File: config.mk
export PLATFORM = sky130hd
export DESIGN_NAME = fp_div_flat
export DESIGN_NICKNAME = d
export VERILOG_FILES = /design/src/rtl/fp_div_pkg.sv /design/src/rtl/fp_div_if.sv /design/src/rtl/fp_div_mant.sv /design/src/rtl/fp_div.sv /design/src/flat_wrapper.sv
export SDC_FILE = /design/constraint.sdc
export NUM_CORES = 1
export LEC_CHECK = 0
export BUFFER_PORTS_ARGS = -buffer_cell sky130_fd_sc_hd__buf_2
export CAP_MARGIN = 25
export CORE_MARGIN = 2
export CORE_UTILIZATION = 40
export CTS_CLUSTER_SIZE = 8
export DETAILED_ROUTE_END_ITERATION = 8
export PLACE_DENSITY = 0.59
export SYNTH_ARGS = -nofsm -noshare
export SYNTH_HDL_FRONTEND = slang
export SYNTH_HIERARCHICAL = 1
export SYNTH_SLANG_ARGS = --single-unit
File: constraint.sdc
create_clock -name clk -period 7.7 [get_ports clk]
set_clock_uncertainty 0.2 [all_clocks]
set_input_delay 0.77 -clock clk [delete_from_list [all_inputs] [get_ports clk]]
set_output_delay 0.77 -clock clk [all_outputs]
set_load 0.05 [all_outputs]
File: src/rtl/fp_div_pkg.sv
// fp_pkg: shared single-precision format constants, the fp32 field view and
// the divider FSM state encoding.
package fp_pkg;
    localparam int          FP_BIAS    = 127;
    localparam int          FP_EXP_W   = 8;
    localparam int          FP_MAN_W   = 23;
    localparam logic [31:0] FP_POS_INF = 32'h7F800000;

    typedef struct packed {
        logic                s;
        logic [FP_EXP_W-1:0] e;
        logic [FP_MAN_W-1:0] m;
    } fp32_t;

    typedef enum logic [1:0] {
        ST_IDLE = 2'd0,
        ST_DIV  = 2'd1,
        ST_NORM = 2'd2
    } div_state_e;
endpackage

File: src/rtl/fp_div_if.sv
// fp_div_if: start/done handshake and operand/result bus of the FP divider.
//   master : drives start, a, b; observes busy, done, result, div_by_zero
//   slave  : the divider side
interface fp_div_if;
    logic        start;
    logic [31:0] a;
    logic [31:0] b;
    logic        busy;
    logic        done;
    logic [31:0] result;
    logic        div_by_zero;

    modport master (output start, a, b, input busy, done, result, div_by_zero);
    modport slave  (input start, a, b, output busy, done, result, div_by_zero);
endinterface

File: src/rtl/fp_div_mant.sv
// fp_mant_div: 25-step radix-2 restoring divider for 24-bit mantissas.
//   clk, rst : clock, async active-high reset
//   i_clr    : clear the iteration counter
//   i_load   : load remainder from i_ma, clear quotient and counter
//   i_step   : produce one quotient bit (MSB first)
//   i_ma/i_mb: dividend / divisor mantissas in [1,2), hidden bit included
//   o_q      : quotient, o_q[24] has weight 1
//   o_cnt    : number of steps taken since load
module fp_mant_div (
    input  logic        clk,
    input  logic        rst,
    input  logic        i_clr,
    input  logic        i_load,
    input  logic        i_step,
    input  logic [23:0] i_ma,
    input  logic [23:0] i_mb,
    output logic [24:0] o_q,
    output logic [4:0]  o_cnt
);
    logic [25:0] r_rem;
    logic [24:0] r_q;
    logic [4:0]  r_cnt;
    logic [25:0] w_mb;
    logic        w_ge;
    logic [25:0] w_rem_nx;

    assign w_mb     = {2'b00, i_mb};
    assign w_ge     = (r_rem >= w_mb);
    // Remainder stays below 2*MB after each subtract, so the shift fits in 26 bits.
    assign w_rem_nx = (w_ge ? (r_rem - w_mb) : r_rem) << 1;

    always_ff @(posedge clk or posedge rst) begin
        if (rst) begin
            r_rem <= '0;
            r_q   <= '0;
            r_cnt <= '0;
        end else if (i_load) begin
            r_rem <= {2'b00, i_ma};
            r_q   <= '0;
            r_cnt <= '0;
        end else if (i_step) begin
            r_rem <= w_rem_nx;
            r_q   <= {r_q[23:0], w_ge};
            r_cnt <= r_cnt + 5'd1;
        end else if (i_clr) begin
            r_cnt <= '0;
        end
    end

    assign o_q   = r_q;
    assign o_cnt = r_cnt;
endmodule

File: src/rtl/fp_div.sv
// fp_div: sequential single-precision divider, result = a / b, truncated.
//   clk, rst : clock, async active-high reset
//   bus      : fp_div_if.slave (start/a/b in; busy/done/result/div_by_zero out)
// Fixed 27-cycle latency from the accepting edge to done, special cases included.
module fp_div
    import fp_pkg::*;
(
    input  logic     clk,
    input  logic     rst,
    fp_div_if.slave  bus
);
    div_state_e  r_state, w_next;
    fp32_t       r_a, r_b;
    logic        r_first, r_busy, r_done, r_dz;
    logic [31:0] r_result;

    logic        w_accept, w_load, w_step;
    logic [24:0] w_q;
    logic [4:0]  w_cnt;
    logic        w_sign, w_a_zero, w_b_zero;
    logic signed [9:0] w_exp;
    logic [22:0] w_frac;
    logic [31:0] w_res;

    fp_mant_div u_mant (
        .clk    (clk),
        .rst    (rst),
        .i_clr  (w_accept),
        .i_load (w_load),
        .i_step (w_step),
        .i_ma   ({1'b1, r_a.m}),
        .i_mb   ({1'b1, r_b.m}),
        .o_q    (w_q),
        .o_cnt  (w_cnt)
    );

    always_ff @(posedge clk or posedge rst) begin
        if (rst) r_state <= ST_IDLE;
        else     r_state <= w_next;
    end

    // First DIV cycle loads the mantissa divider from the latched operands,
    // the following 25 cycles each produce one quotient bit.
    always_comb begin
        w_next   = r_state;
        w_accept = 1'b0;
        w_load   = 1'b0;
        w_step   = 1'b0;
        case (r_state)
            ST_IDLE: if (bus.start) begin
                w_accept = 1'b1;
                w_next   = ST_DIV;
            end
            ST_DIV: begin
                if (r_first) begin
                    w_load = 1'b1;
                end else begin
                    w_step = 1'b1;
                    if (w_cnt == 5'd24) w_next = ST_NORM;
                end
            end
            ST_NORM: w_next = ST_IDLE;
            default: w_next = ST_IDLE;
        endcase
    end

    assign w_sign   = r_a.s ^ r_b.s;
    assign w_a_zero = (r_a.e == '0);
    assign w_b_zero = (r_b.e == '0);
    // Quotient of two [1,2) mantissas lies in (0.5,2): at most one left shift.
    assign w_exp    = $signed({2'b00, r_a.e}) - $signed({2'b00, r_b.e})
                    + (w_q[24] ? 10'sd127 : 10'sd126);
    assign w_frac   = w_q[24] ? w_q[23:1] : w_q[22:0];

    always_comb begin
        w_res = {w_sign, w_exp[7:0], w_frac};
        if (w_b_zero)             w_res = FP_POS_INF | {w_sign, 31'h0};
        else if (w_a_zero)        w_res = {w_sign, 31'h0};
        else if (w_exp >= 10'sd255) w_res = FP_POS_INF | {w_sign, 31'h0};
        else if (w_exp <= 10'sd0) w_res = {w_sign, 31'h0};
    end

    always_ff @(posedge clk or posedge rst) begin
        if (rst) begin
            r_a      <= '0;
            r_b      <= '0;
            r_first  <= 1'b0;
            r_busy   <= 1'b0;
            r_done   <= 1'b0;
            r_dz     <= 1'b0;
            r_result <= '0;
        end else begin
            r_done <= 1'b0;
            // A start on the done cycle keeps busy high.
            if (w_accept) begin
                r_a     <= bus.a;
                r_b     <= bus.b;
                r_first <= 1'b1;
                r_busy  <= 1'b1;
            end else if (r_done) begin
                r_busy  <= 1'b0;
            end
            if (w_load) r_first <= 1'b0;
            if (r_state == ST_NORM) begin
                r_done   <= 1'b1;
                r_result <= w_res;
                r_dz     <= w_b_zero;
            end
        end
    end

    assign bus.busy        = r_busy;
    assign bus.done        = r_done;
    assign bus.result      = r_result;
    assign bus.div_by_zero = r_dz;
endmodule

File: src/flat_wrapper.sv
// flat-port wrapper written by rule: the top's interface ports become plain ports
module fp_div_flat import fp_pkg::*;
  (clk, rst, bus_start, bus_a, bus_b, bus_busy, bus_done, bus_result, bus_div_by_zero);
  fp_div_if bus_i ();
  input  logic clk;
  input  logic rst;
  input wire logic [$bits(bus_i.start)-1:0] bus_start;
  input wire logic [$bits(bus_i.a)-1:0] bus_a;
  input wire logic [$bits(bus_i.b)-1:0] bus_b;
  output wire logic [$bits(bus_i.busy)-1:0] bus_busy;
  output wire logic [$bits(bus_i.done)-1:0] bus_done;
  output wire logic [$bits(bus_i.result)-1:0] bus_result;
  output wire logic [$bits(bus_i.div_by_zero)-1:0] bus_div_by_zero;
  assign bus_i.start = bus_start;
  assign bus_i.a = bus_a;
  assign bus_i.b = bus_b;
  assign bus_busy = bus_i.busy;
  assign bus_done = bus_i.done;
  assign bus_result = bus_i.result;
  assign bus_div_by_zero = bus_i.div_by_zero;
  fp_div u_core (.clk(clk), .rst(rst), .bus(bus_i));
endmodule
== Yosys cells after proc, flatten, opt, wreduce, memory -nomap -nowiden ==
Index checks and enable logic that the tools add are counted.

* Add/sub/neg operators: 4
* Order comparisons: 3
* Equality and inequality tests: 6
* Mux-type cells: 29
* Bitwise gates (word level): 1
* Reduce and logical (&&, ||, !) cells: 8

{| class="wikitable"
|+ Operators by type and width
! kind !! number
|-
| 31-bit 2-to-1 mux || 4
|-
| 25-bit 2-to-1 mux || 3
|-
| 26-bit 2-to-1 mux || 2
|-
| 26-bit by 24-bit greater-or-equal comparator with 1-bit output || 1
|-
| 25-bit by 24-bit subtractor with 25-bit output || 1
|-
| 23-bit 2-to-1 mux || 1
|-
| 8-bit logical NOT || 2
|-
| 5-bit 2-to-1 mux || 3
|-
| 1-bit 2-to-1 mux || 12
|-
| 10-bit adder || 1
|-
| 10-bit by 9-bit greater-or-equal comparator with 1-bit output (second input constant) || 1
|-
| 10-bit by 1-bit less-or-equal comparator with 1-bit output (second input constant) || 1
|-
| 8-bit by 8-bit subtractor with 9-bit output || 1
|-
| 2-bit 2-to-1 mux || 3
|-
| 2-bit nonzero test || 3
|-
| 5-bit by 1-bit adder with 5-bit output (second input constant) || 1
|-
| 5-bit equality test (second input constant) || 1
|-
| 2-bit inequality test (second input constant) || 2
|-
| 2-bit case mux with 2 select lines || 1
|-
| 3-bit AND reduction || 1
|-
| 3-bit nonzero test || 1
|-
| 2-bit by 1-bit equality test with 1-bit output (second input constant) || 1
|-
| 2-bit equality test (second input constant) || 1
|-
| 2-bit logical NOT || 1
|-
| 2 further kinds || 2
|}

* Register bits after elaboration: 158
* Input port bits: 67
* Output and inout port bits: 35
* Logic and storage cells: 66

== Longest topological paths before layout ==
* Word-level depth: 7
* Depth in mapped cells: 14
* Gate-level depth less buffers: 13

== By module ==
The synthesis kept the hierarchy.

{| class="wikitable"
|+ By module, submodules not included
! module !! instances !! cells an instance !! area each (µm²) !! sequential area each (µm²)
|-
| fp_div || 1 || 415 || 4,978.5 || 2,552.4
|-
| fp_mant_div || 1 || 478 || 4,063.9 || 1,401.3
|}

== Worst setup path before layout ==
OpenSTA, ideal clock, no wires.

* Kind: register to register
* Start point: reg u_core/r_a[23] (netlist name)
* End point: reg u_core.r_result[10], in the netlist u_core/bus.result[10]
* Library setup time: 0.120 ns
* Arrival time: 2.879 ns
* Required time: 7.380 ns
* Slack: 4.502 ns
* Stages on the path, launching flop included: 14
* Buffers on the path: 1
* Clock period less this slack: 3.198 ns
* Path through: dfrtp_1 inv_1 ha_1 inv_1 fa_1 a21o_1 a221oi_4 xnor2_2 or4_1 mux2i_1 a32oi_1 o2111ai_4 buf_6 o21ai_2

* Word-level cells in the longest chain between the ends: 7
* Elaborated cells on any way between the ends: 9
* Those cells by class: add/sub: 2; order compare: 2; mux: 4; reduce/logical: 1

{| class="wikitable"
|+ Ends and longest elaborated chain
! item !! line !! source
|-
| start, declared || fp_div.sv:13 || <nowiki>fp32_t r_a, r_b;</nowiki>
|-
| start signal, assigned || fp_div.sv:96 || <nowiki>r_a <= bus.a;</nowiki>
|-
| 8-bit by 8-bit subtractor with 9-bit output || fp_div.sv:71 || <nowiki>assign w_exp = $signed({2'b00, r_a.e}) - $signed({2'b00, r_b.e})</nowiki>
|-
| 10-bit adder || fp_div.sv:72 || <nowiki>+ (w_q[24] ? 10'sd127 : 10'sd126);</nowiki>
|-
| 10-bit by 1-bit less-or-equal comparator with 1-bit output || fp_div.sv:80 || <nowiki>else if (w_exp <= 10'sd0) w_res = {w_sign, 31'h0};</nowiki>
|-
| 31-bit 2-to-1 mux || fp_div.sv:80 ||
|-
| 31-bit 2-to-1 mux || fp_div.sv:79 || <nowiki>else if (w_exp >= 10'sd255) w_res = FP_POS_INF | {w_sign, 31'h0};</nowiki>
|-
| 31-bit 2-to-1 mux * || fp_div.sv:78 || <nowiki>else if (w_a_zero) w_res = {w_sign, 31'h0};</nowiki>
|-
| 31-bit 2-to-1 mux * || fp_div.sv:77 || <nowiki>if (w_b_zero) w_res = FP_POS_INF | {w_sign, 31'h0};</nowiki>
|-
| end signal, assigned || fp_div.sv:106 || <nowiki>r_result <= w_res;</nowiki>
|-
| end, declared || fp_div.sv:15 || <nowiki>logic [31:0] r_result;</nowiki>
|}

Every way passes the cells marked *; elsewhere a longest branch is shown, timed or not.
A chain may end at the register's enable or synchronous reset.

== Final worst setup path ==
* Start point: reg u_core.u_mant.r_rem[0]
* End point: reg u_core.u_mant.r_rem[11]

* Word-level cells in the longest chain between the ends: 4
* Elaborated cells on any way between the ends: 5
* Those cells by class: add/sub: 1; order compare: 1; mux: 3

{| class="wikitable"
|+ Ends and longest elaborated chain
! item !! line !! source
|-
| start, declared || fp_div_mant.sv:20 || <nowiki>logic [25:0] r_rem;</nowiki>
|-
| start signal, assigned || fp_div_mant.sv:38 || <nowiki>r_rem <= {2'b00, i_ma};</nowiki>
|-
| start signal, assigned || fp_div_mant.sv:42 || <nowiki>r_rem <= w_rem_nx;</nowiki>
|-
| 25-bit by 24-bit subtractor with 25-bit output / 26-bit by 24-bit greater-or-equal comparator with 1-bit output (equally long branches) || fp_div_mant.sv:30, fp_div_mant.sv:28 ||
|-
| 25-bit 2-to-1 mux * || fp_div_mant.sv:30 || <nowiki>assign w_rem_nx = (w_ge ? (r_rem - w_mb) : r_rem) << 1;</nowiki>
|-
| 26-bit 2-to-1 mux * || fp_div_mant.sv:41 || <nowiki>end else if (i_step) begin</nowiki>
|-
| 26-bit 2-to-1 mux * || fp_div_mant.sv:37 || <nowiki>end else if (i_load) begin</nowiki>
|}

Every way passes the cells marked *; elsewhere a longest branch is shown, timed or not. The select of a mux whose other input is x is not followed.

==> results.sh <==
export IMPL_drtPass1Iterations=4
export IMPL_slew_viol_final=0
export IMPL_required_ns=7.82
export IMPL_tritoncts="yes"
export IMPL_track_usage=0.1736
export IMPL_yosys_area_share_simple=0.1226
export IMPL_cts_buffers=17
export IMPL_via_per_inst=5.269
export IMPL_syn_area_um2=9042
export IMPL_ant_nets=0
export IMPL_fp_dieH_um=154.4
export IMPL_n_antenna_cell=0
export IMPL_die_width_um=154.4
export IMPL_synthXorXnorAreaFrac=0.03404
export IMPL_synthAdderAreaFrac=0.05286
export IMPL_rsz0062_at_grt="no"
export IMPL_synth_compound_area_frac=0.1813
export IMPL_tns_ns=0
export IMPL_ctsResizeCount=0
export IMPL_cts_buffer_depth=2
export IMPL_coreArea_um2=22430
export IMPL_start_kind="flop"
export IMPL_hold_viol=0
export IMPL_synth_distinct_cells=82
export IMPL_syn_area_per_cell_um2=10.13
export IMPL_slew_headroom=0.3796
export IMPL_cp_max_fo=23
export IMPL_slowest_delay_ns=0.57
export IMPL_antenna_found_initial=0
export IMPL_finalCriticalPeriod_ns=3.595
export IMPL_critPathArrivalTime_ns=3.72
export IMPL_clock_latency_ns=0.43
export IMPL_yosys_warnings=6
export IMPL_multi_input_area_um2=4708
export IMPL_cts_sinks=158
export IMPL_dp_hpwl_mm=13.63
export IMPL_status="finished, final reports clean"
export IMPL_synth_common_cells="158 x dfrtp_1, 93 x nand2_1, 76 x nor2_1"
export IMPL_cpMaxStageDelayCell="o31a_2"
export IMPL_fmax_mhz=278.1
export IMPL_rows=55
export IMPL_cts_setup_buffers=0
export IMPL_vias=6734
export IMPL_port_buffers=101
export IMPL_setup_viol=0
export IMPL_grt_pass1_vias=6833
export IMPL_synthCells=893
export IMPL_syn_to_final_growth_pct=14.64
export IMPL_path_delay_family="compound AO/OA/AOI/OAI gates"
export IMPL_clk_pin_slew_worst_paths_ns=0.07
export IMPL_grt_pass1_wl_mm=33.66
export IMPL_root_buffer="clkbuf_16"
export IMPL_hp_class="in -> async"
export IMPL_yosys_area_top_type="dfrtp_1"
export IMPL_cp_end_kind="flop"
export IMPL_synth_top_flop_cell="dfrtp_1"
export IMPL_nets=1084
export IMPL_cp_num_buf_inv=2
export IMPL_synth_seq_cells=158
export IMPL_worst_slew_pin_slew_ns=0.9251
export IMPL_synth_area_mux_share=0.1273
export IMPL_synthTopCellsByArea="dfrtp_1 44%, mux2_2 7.0%, mux2i_1 5.8%"
export IMPL_htree_levels=4
export IMPL_start_util=0.4031
export IMPL_totalWireLength_mm=19.94
export IMPL_period_share=0.4669
export IMPL_nFillCells=2175
export IMPL_gp_congestion=0.8225
export IMPL_dieArea_um2=23830
export IMPL_drive_gt1_frac=0.2497
export IMPL_drt_iter0_drc=273
export IMPL_synth_edf_count=0
export IMPL_io_pins=102
export IMPL_gr_total_overflow=0
export IMPL_wl_per_cell_um=15.60
export IMPL_grt_max_degree=78
export IMPL_cts_hold_buf=0
export IMPL_worst_setup_path_type="reg -> reg"
export IMPL_async_flop_share=1.000
export IMPL_cap_violations=0
export IMPL_seq_area_um2=3954
export IMPL_yosysSeqAreaShare=0.4372
export IMPL_crit_chain="inv_1 > ha_1 > inv_1 > fa_1 > a21o_1 > a22oi_1 > a21oi_1 > a32oi_1 > o31a_2 > or3_1 > a311oi_1 > a21o_1"
export IMPL_synth_top_family_by_area="compound AO/OA/AOI/OAI gates"
export IMPL_synth_top_area_frac=0.4372
export IMPL_route_detailed_drc=0
export IMPL_synth_most_common_cell="dfrtp_1"
-- final timing paths --
check	start	end	slack [ns]	cells past startpoint
max	u_core/u_mant/r_rem[0]	u_core/u_mant/r_rem[11]	4.10	12
min	rst	u_core/r_a[9]	0.20	2
max reg2reg	u_core/u_mant/r_rem[0]	u_core/u_mant/r_rem[11]	4.10	12
min reg2reg	u_core/r_a[12]	u_core/u_mant/r_rem[12]	0.27	1
max in group asynchronous	rst	u_core/bus.result[27]	5.92	3
min in group clk	u_core/r_a[12]	u_core/u_mant/r_rem[12]	0.27	1
-- layer usage --
metal  global-route usage  up-vias  share of wire
met2               0.2958      109           0.48
met3              0.03110       15          0.029
li1                     -     3343              -
met4              0.04321        0         0.0086
met1               0.2301     3267           0.48
met5                    0        -              0
-- flip-flops by register name, summed over array words and instances, names as in the netlist --
register,flops
u_core/bus.busy,1
u_core/bus.div_by_zero,1
u_core/bus.done,1
u_core/bus.result,32
u_core/r_a,32
u_core/r_b,32
u_core/r_first,1
u_core/r_state,2
u_core/u_mant/o_cnt,5
u_core/u_mant/o_q,25
u_core/u_mant/r_rem,26
-- placed cells by master (no fill, tap or decap), types with 6 or more instances in the layout --
cell type    n
a211oi_1     6
a21o_1      25
a21oi_1     51
a311oi_1    10
and3_1       7
buf_2      101
buf_4        8
clkbuf_16   17
dfrtp_1    158
ha_1        35
inv_1       49
inv_6        7
mux2_2      56
mux2i_1     52
nand2_1     93
nand2b_1    11
nand3_1     14
nor2_1      75
nor2b_1      8
nor3_1      10
nor4_1       6
o21ai_0     33
o21ai_2     20
o31ai_1      6
xnor2_1     19
xor2_1       8
-- area by class of cell --
| type | instances | area share |
|---|---|---|
| Tap cell | 285 | 0.03440 |
| Inverter | 51 | 0.01871 |
| Timing Repair Buffer | 110 | 0.05649 |
| Sequential cell | 158 | 0.3814 |
| Multi-Input combinational cell | 642 | 0.4542 |
| Clock buffer | 19 | 0.04369 |
| Clock inverter | 13 | 0.01110 |
-- cell families (layout without fill, tap and decap cells) --
family | count (synthesis) | after routing
flip-flops | 158 | 158
AND/OR/NAND/NOR | 245 | 245
adder cells (fa/ha/maj) | 37 | 37
other | 1 | 2
buffers and inverters | 94 | 193
XOR/XNOR | 31 | 31
AO/OA/AOI/OAI | 219 | 219
multiplexers | 108 | 108
-- metrics by stage --
stage / setup WS (ns) / cell area [µm²] / utilization / instances / hold WS [ns]
CTS: 3.750 / 10350 / 0.4612 / 1277 / 0.2240
detailed placement: 3.774 / 9778 / 0.4359 / 1245 / 0.2626
global route: 3.817 / 10370 / 0.4621 / 1278 / 0.2586
global placement: 3.836 / 9778 / 0.4359 / 1245 / 0.2575
finish: 4.105 / 10370 / 0.4621 / 1278 / 0.1990
floorplan: 4.055 / 9046 / - / 894 / 0.2478
Power is left out: the tool's default activity adds up to more than one toggle a clock period on the data nets, which glitch-free logic cannot reach.
